`src/rtl/pong_match_ctrl.sv`:
```
// pong_match_ctrl: two-button LED pong match controller with tick-gated ball,
// scoring, serve/display phases and match end.
module pong_match_ctrl #(
    parameter int TICK_INIT   = 8,
    parameter int TICK_MIN    = 2,
    parameter int TICK_DEC    = 1,
    parameter int WIN_SCORE   = 7,
    parameter int SHOW_CYCLES = 16
) (
    input  logic       clk,
    input  logic       rst,
    input  logic       sw_r,
    input  logic       sw_l,
    output logic [7:0] led,
    output logic [3:0] score_r,
    output logic [3:0] score_l,
    output logic [2:0] state,
    output logic       match_over,
    output logic       winner
);
    typedef enum logic [2:0] {
        IDLE   = 3'd0,
        SERVE  = 3'd1,
        MOVE_L = 3'd2,
        MOVE_R = 3'd3,
        POINT  = 3'd4,
        OVER   = 3'd5
    } state_t;

    localparam int TW = $clog2(TICK_INIT + 1);
    localparam int SW = $clog2(SHOW_CYCLES + 1);
    localparam logic [TW-1:0] P_INIT = TW'(TICK_INIT);
    localparam logic [TW-1:0] P_MIN  = TW'(TICK_MIN);
    localparam logic [TW-1:0] P_DEC  = TW'(TICK_DEC);
    localparam logic [3:0]    P_WIN  = 4'(WIN_SCORE);
    localparam logic [SW-1:0] P_SHOW = SW'(SHOW_CYCLES - 1);

    state_t        r_state;
    logic [7:0]    r_led;
    logic [3:0]    r_score_r, r_score_l;
    logic          r_match_over, r_winner, r_server;
    logic [TW-1:0] r_period, r_tick;
    logic [SW-1:0] r_show;
    logic          r_sw_r, r_sw_r_q, r_sw_l, r_sw_l_q;

    logic          w_press_r, w_press_l, w_step;
    logic [TW-1:0] w_period_next;
    logic [3:0]    w_score_r_inc, w_score_l_inc;

    // Buttons are sampled once before edge detection, giving two-edge latency.
    assign w_press_r     = r_sw_r & ~r_sw_r_q;
    assign w_press_l     = r_sw_l & ~r_sw_l_q;
    assign w_step        = r_tick == '0;
    assign w_period_next = (r_period - P_MIN >= P_DEC) ? r_period - P_DEC : P_MIN;
    assign w_score_r_inc = r_score_r + 4'd1;
    assign w_score_l_inc = r_score_l + 4'd1;

    always_ff @(posedge clk) begin
        if (rst) begin
            r_state      <= IDLE;
            r_led        <= 8'h01;
            r_score_r    <= '0;
            r_score_l    <= '0;
            r_match_over <= 1'b0;
            r_winner     <= 1'b0;
            r_server     <= 1'b0;
            r_period     <= P_INIT;
            r_tick       <= '0;
            r_show       <= '0;
            r_sw_r       <= 1'b0;
            r_sw_r_q     <= 1'b0;
            r_sw_l       <= 1'b0;
            r_sw_l_q     <= 1'b0;
        end else begin
            r_sw_r   <= sw_r;
            r_sw_r_q <= r_sw_r;
            r_sw_l   <= sw_l;
            r_sw_l_q <= r_sw_l;
            case (r_state)
                IDLE: begin
                    if (w_press_r) begin
                        r_state  <= MOVE_L;
                        r_led    <= 8'h01;
                        r_period <= P_INIT;
                        r_tick   <= P_INIT - TW'(1);
                    end else if (w_press_l) begin
                        r_state  <= MOVE_R;
                        r_led    <= 8'h80;
                        r_period <= P_INIT;
                        r_tick   <= P_INIT - TW'(1);
                    end
                end
                SERVE: begin
                    if (!r_server && w_press_r) begin
                        r_state  <= MOVE_L;
                        r_period <= P_INIT;
                        r_tick   <= P_INIT - TW'(1);
                    end else if (r_server && w_press_l) begin
                        r_state  <= MOVE_R;
                        r_period <= P_INIT;
                        r_tick   <= P_INIT - TW'(1);
                    end
                end
                MOVE_L: begin
                    if (w_press_l && r_led == 8'h80) begin
                        r_state  <= MOVE_R;
                        r_period <= w_period_next;
                        r_tick   <= w_period_next - TW'(1);
                    end else if (w_press_l || (w_step && r_led == 8'h80)) begin
                        r_state   <= POINT;
                        r_score_r <= w_score_r_inc;
                        r_led     <= {r_score_l, w_score_r_inc};
                        r_server  <= 1'b0;
                        r_show    <= P_SHOW;
                    end else if (w_step) begin
                        r_led  <= r_led << 1;
                        r_tick <= r_period - TW'(1);
                    end else begin
                        r_tick <= r_tick - TW'(1);
                    end
                end
                MOVE_R: begin
                    if (w_press_r && r_led == 8'h01) begin
                        r_state  <= MOVE_L;
                        r_period <= w_period_next;
                        r_tick   <= w_period_next - TW'(1);
                    end else if (w_press_r || (w_step && r_led == 8'h01)) begin
                        r_state   <= POINT;
                        r_score_l <= w_score_l_inc;
                        r_led     <= {w_score_l_inc, r_score_r};
                        r_server  <= 1'b1;
                        r_show    <= P_SHOW;
                    end else if (w_step) begin
                        r_led  <= r_led >> 1;
                        r_tick <= r_period - TW'(1);
                    end else begin
                        r_tick <= r_tick - TW'(1);
                    end
                end
                POINT: begin
                    if (r_show == '0) begin
                        if (r_score_r == P_WIN || r_score_l == P_WIN) begin
                            r_state      <= OVER;
                            r_match_over <= 1'b1;
                            r_winner     <= r_score_l == P_WIN;
                        end else begin
                            r_state <= SERVE;
                            r_led   <= r_server ? 8'h80 : 8'h01;
                        end
                    end else begin
                        r_show <= r_show - SW'(1);
                    end
                end
                OVER: r_state <= OVER;
                default: r_state <= IDLE;
            endcase
        end
    end

    assign led        = r_led;
    assign score_r    = r_score_r;
    assign score_l    = r_score_l;
    assign state      = r_state;
    assign match_over = r_match_over;
    assign winner     = r_winner;
endmodule

```
`config.mk`:
```
export PLATFORM = sky130hd
export DESIGN_NAME = pong_match_ctrl
export DESIGN_NICKNAME = d
export VERILOG_FILES = /design/src/rtl/pong_match_ctrl.sv
export SDC_FILE = /design/constraint.sdc
export NUM_CORES = 1
export LEC_CHECK = 0
export CAP_MARGIN = 10
export CORE_ASPECT_RATIO = 2
export CORE_MARGIN = 2
export CORE_UTILIZATION = 40
export DETAILED_ROUTE_END_ITERATION = 6
export GPL_TIMING_DRIVEN = 0
export PLACE_DENSITY_LB_ADDON = 0.25
export SLEW_MARGIN = 15
export SYNTH_ARGS = -nofsm -noshare
export SYNTH_HDL_FRONTEND = slang
export SYNTH_SLANG_ARGS = --single-unit
```
`constraint.sdc`:
```
create_clock -name clk -period 2.65 [get_ports clk]
set_input_delay 0.53 -clock clk [delete_from_list [all_inputs] [get_ports clk]]
set_output_delay 0.53 -clock clk [all_outputs]
set_load 0.005 [all_outputs]
```
==> summary.md, run 1 <==
| Metric | Value |
|---|---|
| First-pass GRT wire length | `11,160 um` |
| Static Leakage | `0.001054 uW` |
| N_diodes | `0` |
| Die height | `116.0 um` |
| RR Startpoint | `r_tick[0]` |
| Post-synthesis async set-or-reset flop share | `0` |
| Pre-CTS setup slack | `-126.2 ps` |
| Top_reg_cell synth | `dfxtp_1` |
| Placeable Area | `6056 um^2` |
| Synthesis warning total | `0` |
| Net count, final | `351` |
| DR WL/cell | `16.53 um` |
| Clock sinks | `39` |
| Slowest-stage cell, CP | `or4_4` |
| Syn_area_per_cell | `8.339 um^2` |
| Horiz. Die Dim | `between 60 and 70 um` |
| Leading area contributor after synthesis | `dfxtp_1` |
| Hold Path Class | `reg2reg` |
| Total design power | `2991 uW` |
| R2r setup slk | `80 ps` |
| Final Core Density | `0.5031` |
| Critical path type | `reg2reg` |
| FF-to-FF End | `led[3]` |
| End of the critical path | `led[3]` |
| Post-Route Skew | `6.927 ps` |
| Initial Util | `0.4145` |
| Critical path peak fanout | `5` |
| Post-synth cell types | `61` |
| Post-synthesis sequential area ratio | `0.3111` |
| Worst-Margin Slew | `718.1 ps` |
| I/O pins | `25` |
| Critical path, cell by cell | `inv_1 -> ha_2 -> or3b_4 -> or4_4 -> and2_2 -> a32o_1 -> a2111oi_1 -> nor3_1` |
| Setup crit start | `r_tick[0]` |
| Worst vdd ir | `0.4144 mV` |
| Largest net degree at the start of global routing | `11` |
| Clock slew at reported path FFs | `60 ps` |
| Filler instances | `595` |
| Dpl cells | `409` |
| Crit path depth | `8` |
| Max_slew headroom | `0.5212` |
| Site row count | `40` |
| Vias per inst | `5.701` |
| Worst path max stage delay | `460 ps` |
| Final number of max-transition violations | `0` |
| CTS tree | `done` |
| H-tree depth | `2` |
| Reg2reg path depth | `8` |
| Global route overflow | `0` |
| Setup ws final | `a little over 80 ps` |
| PD cells | `about 980 nW/um^2` |
| Total routed wirelength | `6911 um` |
| Final min period | `2567 ps` |
| DRC | `0` |
| Total of max-cap violations | `0` |
| Via Count | `2,383` |
| Synth Net Count | `317` |
| Unrepaired setup endpoints after global routing | `no` |
| Post-synth EDFFs | `0` |
| Non-Filler Instances | `418` |
| Port Buf Inserts | `24` |
| Commonest cells after routing, fill and taps aside | `dfxtp_1 (39), nand2_1 (26), nor2_1 (25), a21oi_1 (25), clkdlybuf4s50_1 (24)` |
| Die Footprint | `6963 um^2` |
| Layout overhead on the synthesized area | `21.39%` |
| Post-synth top area share | `0.3111` |
| Crit path buf inv count | `1` |
| Placed Area | `2855 um^2` |
| Number of synthesized register bits | `39` |
| Final Instance Area | `3047 um^2` |
| Cell area after synthesis | `2510 um^2` |
| Starting DRT DRC Count | `91` |
| Final Cycle Share | `0.9687` |
| Status | `complete, no violations` |
| DRT antenna net count | `0` |
| Clk root buf | `clkbuf_16` |
| Routability cong. | `about 0.9` |
| Share of cells above drive strength 1 | `0.1048` |
| Leading post-synthesis cells by cell area | `dfxtp_1 (31%), ha_1 (6.0%), a21oi_1 (5.2%)` |
| Clock buffer depth | `2` |
| Synthesized instance count | `around 300` |
| # setup viols final | `0` |
| Worst-Skew Late Latency | `around 280 ps` |
| Achievable Freq | `389.6 MHz` |
| Top cell family by delay on the critical path | `simple AND/OR/NAND/NOR gates` |
| Final hold viol count | `0` |
| Num CTS Buffers | `5` |
| Vias in the first global route | `~2.3k` |
| Drt pass-1 iters | `4` |
| GRT Overall Usage | `0.2136` |
| Startpoint Class | `register` |
| Required @ worst endpoint | `approximately 2800 ps` |
| Hpwl dp | `5251 um` |
| Most common cell after layout, fill and taps aside | `dfxtp_1` |
| Arrival @ worst endpoint | `around 2700 ps` |
| Initial antenna violation count | `0` |
| Setup crit end kind | `register` |
[per-stage QoR]
step,hold slack (ps),setup TNS [ps]
after floorplan,440.5,0
after global placement,451.4,-309.9
after detailed placement,451.3,-697.8
after CTS,460.9,0
after global routing,481.2,0
final,457.5,0
[Yosys cell counts, types with 2 or more instances]
cell,n
a2111oi_0,2
a211o_1,2
a211oi_1,3
a21o_1,4
a21oi_1,26
a222oi_1,3
a311oi_1,7
a31o_2,2
a31oi_1,4
a32o_1,3
a32oi_1,2
and2_1,2
and2b_1,2
buf_6,2
clkbuf_1,8
dfxtp_1,39
ha_1,12
inv_1,9
mux2i_1,6
nand2_1,26
nand2b_1,9
nand3_1,6
nand3b_1,5
nor2_1,26
nor2b_1,8
nor3_1,12
nor3b_1,5
nor4_1,2
o211ai_1,5
o21ai_0,10
o31ai_1,2
o32ai_1,2
or2_2,2
or3b_2,3
or4_4,3
xnor2_1,5
xor2_1,8
[power breakdown]
part	total [uW]	switching, uW	internal (uW)
Sequential	867	153	714
Clock	562	223	338
Combinational	1560	870	693
[routing by layer]
layer | wire (um) | GRT usage
met5 | 0 | 0
met2 | 3775 | 0.3870
met3 | 210 | 0.03683
met4 | 378 | 0.1348
met1 | 2547 | 0.2130
[tightest hold or removal path, stage by stage, from the launching register on]
cell and delay, ps:
dfxtp_1 310, nand2_1 50, a21oi_1 50
[cell families after synthesis]
group           after synthesis  share of synthesized area
simple gates                119                     0.2567
mux                           6                    0.02393
compound gates               89                     0.2587
buf+inv                      23                    0.04436
xor+xnor                     13                    0.04536
flops                        39                     0.3111
fa+ha+maj                    12                    0.05982
[timing repair]
| action | CTS | global route |
|---|---|---|
| hold buffers | 0 | 0 |
| pin swaps | 0 | 2 |
| endpoints found under the setup margin | 13 | 9 |
| gates resized for setup | 5 | 5 |
| setup buffers | 0 | 3 |
[layout make-up]
cell class	instances	area, um^2	area share
plain buffers	14	78.83	0.02587
clock buffers	6	128.9	0.04230
inverters	9	33.78	0.01109
multi-input cells	239	1657	0.5437
flip-flops and latches	39	780.7	0.2563
well taps	84	105.1	0.03450
repair buffers	27	262.8	0.08624
[how the worst min path moves through the flow]
stage	end	from	slack (ps)	cells past startpoint
floorplan	r_show[4]	r_show[4]	440	1
global placement	winner	winner	450	2
detailed placement	winner	winner	450	2
CTS	winner	winner	460	2
global route	winner	winner	480	2
finish	winner	winner	460	2
[state kept, by name, summed over array words and instances, names as in the netlist, 3 cells and up]
name      count
r_period      4
r_tick        4
score_l       4
score_r       4
led           8
r_show        5
state         3
No activity file was read; power rests on OpenSTA's default activity.
==> inputs of run 2 (changes only) <==
SKIP_LAST_GASP = 1   (was default)
==> run 2 against run 1 <==
- critical path depth unchanged
- power decreased by 0.21%
- global-route usage unchanged
- die area unchanged
- via count down 0.59%
- final cell count unchanged
- hold slack about the same
- worst setup slack gained 2.3 ps
- critical path type unchanged
- largest cell class unchanged
==> summary.md, run 2 (same netlist as run 1, synthesis figures left out) <==
| Metric | Value |
|---|---|
| Status | `complete, no violations` |
| Setup TNS | `0 ps (unchanged)` |
| Pre-CTS setup slack | `-126.2 ps (unchanged)` |
| Arrival @ worst endpoint | `2710 ps (about the same)` |
| Clock Power Share | `0.189 (about the same)` |
| Hpwl dp | `5251 um (unchanged)` |
| Top cell family by delay on the critical path | `simple AND/OR/NAND/NOR gates` |
| # setup viols final | `0 (unchanged)` |
| Hold Path Class | `reg2reg` |
| DR WL/cell | `16.46 um (-0.45%)` |
| Max_slew headroom | `0.5449 (+0.02366)` |
| Sequential share of power | `0.290 (about the same)` |
| First-pass GRT wire length | `11,160 um (unchanged)` |
| Vias per inst | `5.667 (-0.59%)` |
| Setup crit end kind | `register` |
| Worst-Skew Late Latency | `280 ps (about the same)` |
| Share of cells above drive strength 1 | `0.1048 (unchanged)` |
| Combinational share of power | `0.521 (about the same)` |
| Achievable Freq | `389.9 MHz (about the same)` |
| I/O pins | `25 (unchanged)` |
| Port Buf Inserts | `24 (unchanged)` |
| Total routed wirelength | `6880 um (-0.45%)` |
| PD cells | `983.4 nW/um^2 (+0.16%)` |
| H-tree depth | `2 (unchanged)` |
| Clock slew at reported path FFs | `60 ps (about the same)` |
| Worst-Margin Slew | `677.4 ps (-40.71 ps)` |
| Layout overhead on the synthesized area | `20.94%` |
| Internal power | `1745 uW (about the same)` |
| Worst path max stage delay | `460 ps (about the same)` |
| Reg2reg path depth | `8 (unchanged)` |
| Startpoint Class | `register` |
| Total design power | `2985 uW (-0.21%)` |
| Hold buffer count at CTS | `0 (unchanged)` |
| Filler instances | `594 (-0.17%)` |
| Die height | `116.0 um (unchanged)` |
| Setup ws final | `85.22 ps (+2.280 ps)` |
| Die Footprint | `6963 um^2 (unchanged)` |
| Most common cell after layout, fill and taps aside | `dfxtp_1` |
| Initial antenna violation count | `0 (unchanged)` |
| N_diodes | `0 (unchanged)` |
| Sw frac | `0.4154 (-0.0009715)` |
| DRC | `0 (unchanged)` |
| Slowest-stage cell, CP | `or4_4` |
| Via Count | `2,369 (-0.59%)` |
| Unrepaired setup endpoints after global routing | `no` |
| Crit path buf inv count | `1 (unchanged)` |
| Clock buffer depth | `2 (unchanged)` |
| Required @ worst endpoint | `2790 ps (about the same)` |
| Global route overflow | `0 (unchanged)` |
| Horiz. Die Dim | `60.01 um (unchanged)` |
| Static Leakage | `0.001054 uW (about the same)` |
| Final number of max-transition violations | `0 (unchanged)` |
| Placeable Area | `6056 um^2 (unchanged)` |
| Initial Util | `0.4145 (unchanged)` |
| GRT Overall Usage | `0.2136 (unchanged)` |
| DRT antenna net count | `0 (unchanged)` |
| Clock sinks | `39 (unchanged)` |
| Vias in the first global route | `2,322 (unchanged)` |
| Commonest cells after routing, fill and taps aside | `dfxtp_1 (39), nand2_1 (26), nor2_1 (25), a21oi_1 (25), clkdlybuf4s50_1 (24)` |
| Starting DRT DRC Count | `110 (+21%)` |
| Crit path depth | `8 (unchanged)` |
| Num CTS Buffers | `5 (unchanged)` |
| Worst vdd ir | `0.4140 mV (-0.11%)` |
| Final hold viol count | `0 (unchanged)` |
| Total of max-cap violations | `0 (unchanged)` |
| Largest net degree at the start of global routing | `11 (unchanged)` |
| Critical path peak fanout | `5 (unchanged)` |
| Net count, final | `351 (unchanged)` |
| Number of flip-flops in the largest register | `8 (unchanged)` |
| Site row count | `40 (unchanged)` |
| Worst Hold Depth | `2 (unchanged)` |
| Clk root buf | `clkbuf_16` |
| Post-Route Skew | `6.258 ps (-0.6697 ps)` |
| Final Cycle Share | `0.9678 (about the same)` |
| CTS tree | `done` |
| Critical path type | `reg2reg` |
| Drt pass-1 iters | `5 (+1)` |
| Critical path, cell by cell | `inv_1 -> ha_2 -> or3b_4 -> or4_4 -> and2_2 -> a32o_1 -> a2111oi_1 -> nor3_1` |
| Final min period | `2565 ps (-2.280 ps)` |
| Routability cong. | `0.8918 (unchanged)` |
| P_sw | `1240 uW (-0.44%)` |
| Hold slack | `457.8 ps (+0.3780 ps)` |
## run 2: changes by cell type in the layout (fill, tap and decap cells not counted)
cell / change
o32ai_4: -1
o32ai_2: +1
## run 2: area by class of cell
class	instances	area (um^2)	area share
tap	84	105.1	0.03462
inverter	9	33.78	0.01113
buffer	14	78.83	0.02597
clock buffer	6	128.9	0.04246
timing repair buffer	27	262.8	0.08656
sequential	39	780.7	0.2572
multi-input combinational	239	1645	0.5420
## run 2: through the flow
| step | utilization | instances | area, um^2 |
|---|---|---|---|
| floorplan | - | 301 | 2510 |
| global placement | 0.4715 | 409 | 2855 |
| detailed placement | 0.4715 | 409 | 2855 |
| CTS | 0.4952 | 415 | 2999 |
| global route | 0.5012 | 418 | 3035 |
| finish | 0.5012 | 418 | 3035 |
## run 2: power groups by stage
stage	combinational, uW	clock [uW]	sequential, uW
after global routing	1720	592	890
after CTS	1490	573	866
after floorplan	1090	0	835
final	1560	563	866
after detailed placement	1460	0	876
after global placement	1440	0	873
## run 2: tightest hold or removal path, cell delays in order (launching register included)
cell     delay (ps)
dfxtp_1         310
nand2_1          50
a21oi_1          50
## run 2: worst paths after layout
path	start	end	slack, ps
hold / removal	winner	winner	460
setup / recovery	r_tick[0]	led[3]	90
setup reg to reg	r_tick[0]	led[3]	90
hold reg to reg	winner	winner	460
## run 2: timing repair
action,4_1_cts,5_1_grt
setup buffers,0,3
endpoints found under the setup margin,13,14
resized for setup,4,5
pin swaps,0,2
hold endpoints to repair,0,0
## run 2: metal layers
metal  up-vias  part of all wire  wire length (um)  GRT usage
met5         -                 0                 0          0
met4         0             0.039               268     0.1348
met3        16             0.027               187    0.03683
met2        51              0.56              3874     0.3870
met1      1121              0.37              2549     0.2130
li1       1181                 -                 -          -
==> RTL edit 1, RTL diff (settings of run 1) <==
Change the parameter `SHOW_CYCLES` from 16 to 8.
--- a/src/rtl/pong_match_ctrl.sv
+++ b/src/rtl/pong_match_ctrl.sv
@@ -5,7 +5,7 @@
     parameter int TICK_MIN    = 2,
     parameter int TICK_DEC    = 1,
     parameter int WIN_SCORE   = 7,
-    parameter int SHOW_CYCLES = 16
+    parameter int SHOW_CYCLES = 8
 ) (
     input  logic       clk,
     input  logic       rst,
Check against the original RTL: same outputs for any inputs over 4 cycles, from zero or initial values and one cycle with rst high; that may be too few to reach the edited logic, so the function may still have changed.
==> RTL edit 1 against run 1 <==
- total power fell by 25%
- final area decreased by 0.99%
- sequential cell count down 1
- cell count shrank 3.8%
- global-route usage up 0.51 points
- setup slack improved by 0.047 ns
- sequential share of layout area decreased by 0.41 points
- area after synthesis shrank 1.1%
- utilization is 0.081 points lower
- wire length up 0.93%
- clock power is 8.7% higher
- critical path type unchanged
- largest power group unchanged
==> RTL edit 1: results (changes against run 1) <==
- Fill cells: 583 (-2.0%)
- Maximum VDD drop: 0.000419 V (+1.0%)
- Met1 WL: 2500 um (-2.0%)
- Depth of the most critical reg-to-reg path: 9 (+1)
- Slowest-stage cell, CP: a221oi_1
- Dpl ws: 0.0651 ns (+0.191 ns)
- Worst hold endpoint: r_tick[0]
- Most frequent cells after synthesis: dfxtp_1, nor2_1, nand2_1, a21oi_1, nor2b_1
- Synth Area in Adders: 5.55% (-0.43 points)
- DP Cell Count: 389 (-4.9%)
- Status: finished clean
- Initial drt markers: 187 (+110%)
- GP Congestion: 0.935 (+4.8%)
- HP Start: r_tick[0]
- Period utilization: 95.1% (-1.8 points)
- Reg area: 761 um2 (-2.6%)
- Post-synthesis mux area share: 2.87% (+0.48 points)
- Clock buf/inv share: 5.02% (+0.79 points)
- FF-to-FF setup slack: 0.13 ns (+0.05 ns)
- Global-route wire length before repair: 11100 um (-0.44%)
- Met2 GRT Util: 39.7% (+1.0 points)
- GRT Util Overall: 21.9% (+0.51 points)
- RR Endpoint: led[7]
- # clock sinks: 38 (-2.6%)
- Register share of total power: 32.2% (+3.2 points)
- P_leak: 1.13 nW (+6.7%)
- CP top delay family: compound AO/OA/AOI/OAI gates
- Metal2 WL: 3820 um (+1.2%)
- Max_slew headroom: 58.7% (+6.6 points)
- DR pass1 iterations: 5 (+1)
==> RTL edit 1: changes by cell type in the layout (fill, tap and decap cells not counted), sizes merged, moves of 3 or more <==
cell | run 1 | this run
nor2 | 26 | 36
a21oi | 27 | 18
a22o | 0 | 7
a22oi | 0 | 6
a21o | 5 | 0
nand4 | 1 | 6
nor2b | 8 | 13
nand2b | 9 | 5
xnor2 | 5 | 9
a221oi | 1 | 4
a311oi | 7 | 4
clkbuf | 14 | 17
inv | 9 | 12
nor3 | 12 | 15
==> RTL edit 1: worst reg2reg max path, delay by kind of cell (launching register included) <==
kind                       cells  cell delay [ns]
and+or+nand+nor                1             0.15
buffers and inverters          2             0.25
muxes                          1             0.38
adders and majority gates      1             0.24
AOI/OAI and AO/OA              4             1.00
DFF                            1             0.34
==> RTL edit 1: what timing repair did <==
| item | CTS | global route |
|---|---|---|
| buffers inserted | 0 | 6 |
| gates resized for setup | 0 | 3 |
| endpoints found under the setup margin | 0 | 16 |
==> RTL edit 2, RTL diff (config.mk and constraints of run 1) <==
Without the edit above. Put one more register stage on the output `winner`, cleared by the reset. The value now appears one clock later. The other outputs are not delayed to match.
--- a/src/rtl/pong_match_ctrl.sv
+++ b/src/rtl/pong_match_ctrl.sv
@@ -162,6 +162,12 @@
     assign score_l    = r_score_l;
     assign state      = r_state;
     assign match_over = r_match_over;
-    assign winner     = r_winner;
+    always_ff @(posedge clk) begin
+        if (rst) begin
+            winner <= '0;
+        end else begin
+            winner <= r_winner;
+        end
+    end
 endmodule
 
Formal check against the unedited RTL: no difference found for any inputs over 10 cycles, from zero or initial values and one cycle with rst high; that may be too few to reach the edited logic, so the function may still have changed.
==> RTL edit 2 against run 1 <==
- area after synthesis up 4.0%
- sequential cell count up 1
- setup slack worse by 0.021 ns
- wire length up 9.8%
- non-clock buffer count down 5
- die area up 3.8%
- largest cell class unchanged
- final area up 2.3%
- total power up 5.3%
- critical endpoint is now score_r[2]
- cell count up 3.3%
- sequential share of layout area up 0.076 points
- utilization down 0.93 points
==> RTL edit 2: results (changes against run 1) <==
- Critical Path End: score_r[2]
- GP Congestion: 0.879 (-1.5%)
- Via density: 5.77 (+1.2%)
- Synth area leaders: dfxtp_1, nor2_1, ha_1
- Syn_nets: 331 (+4.4%)
- Worst setup SP type: register
- Final Max Slew Viols: 0 (unchanged)
- Metal3 WL: 251 um (+20%)
- Complex-gate fraction of the synthesized area: 23.0% (-2.9 points)
- Largest net degree at the start of global routing: 15 (+4)
- Worst hold stages: 1 (-1)
- Internal cell power: 1.78 mW (+1.9%)
- M3 GR Usage: 3.28% (-0.40 points)
- P_leak: 1.11 nW (+5.7%)
- DR vias: 2492 (+4.6%)
- Post-synthesis mux area share: 4.26% (+1.9 points)
- RR Endpoint: score_r[2]
- Total power: 3.15 mW (+5.3%)
- Placed Instance Area: 2950 um2 (+3.3%)
- Ratio of cells with drive above 1 in the final layout: 8.38% (-2.1 points)
- Final setup margin: 0.0617 ns (-0.0213 ns)
- Post-synth cell types: 62 (+1.6%)
- Global-route wire length before repair: 12200 um (+9.7%)
- Cts repair resizes: 0 (-5)
- Post-Synth XOR/XNOR Area: 4.36% (-0.18 points)
- Most frequent cells after synthesis: nor2_1, dfxtp_1, a21oi_1, nand2_1, nor2b_1
- Synth Area in Adders: 5.75% (-0.23 points)
- Nets@finish: 361 (+2.8%)
- Post-CTS setup buffer count: 0 (unchanged)
- DP Cell Count: 424 (+3.7%)
- HP Start: r_winner
- Met1 WL: 2670 um (+4.6%)
- Status: finished clean
- Min Hold Slack: 0.467 ns (+0.00965 ns)
- Register share of total power: 30.3% (+1.3 points)
- Initial drt markers: 98 (+7.7%)
- IO buf count: 23 (-4.2%)
- Met2 GRT Util: 40.5% (+1.8 points)
- Dpl ws: 0.126 ns (+0.252 ns)
- Clk_skew: 0.00477 ns (-0.00216 ns)
- Max_slew headroom: 47.7% (-4.5 points)
- CP Max Fanout: 9 (+4)
- Mapped Avg Cell Area: 8.29 um2 (-0.59%)
- Crit-path max cell delay: 0.63 ns (+0.17 ns)
- Met1 Use GR: 22.0% (+0.71 points)
- Worst hold endpoint: winner
- Metal2 WL: 4160 um (+10%)
- Maximum VDD drop: 0.000605 V (+46%)
- Worst-path clk slew: 0.06 ns (about the same)
- Clock Power: 606 uW (+7.8%)
- Slowest-stage cell, CP: a211oi_2
- DR pass1 iterations: 6 (+2)
- DP HPWL: 5830 um (+11%)
- Worst EP arrival: 2.74 ns (+0.03 ns)
- Post-DR wirelength/cell: 17.6 um (+6.3%)
- GRT Util Overall: 22.5% (+1.1 points)
- Seq/Total Area, Yosys: 30.7% (-0.44 points)
RTL edit 2: cell types whose count changed after synthesis, sizes merged, moves of 3 or more:
| cell | delta |
|---|---|
| nor2b | +5 |
| a21o | -3 |
| o211a | +3 |
| nand2 | -5 |
| a22oi | +3 |
| o22ai | +3 |
| o211ai | -3 |
| a32o | -3 |
| nand2b | -5 |
| mux2i | +4 |
| nor2 | +16 |
| a211oi | +3 |
RTL edit 2: area by class of cell:
type                       count  area (um2)
buffer                        13        57.6
clock buffer                   5         125
clock inverter                 3        23.8
fill                         634        3190
inverter                      11        41.3
multi-input combinational    251        1730
sequential                    40         801
tap                           86         108
timing repair buffer          23         230
RTL edit 2: kinds of logic after synthesis:
kind of cell / Yosys count
AND/OR/NAND/NOR: 131
AO/OA/AOI/OAI: 84
flip-flops: 40
buffers and inverters: 24
XOR/XNOR: 13
adder cells (fa/ha/maj): 12
multiplexers: 11
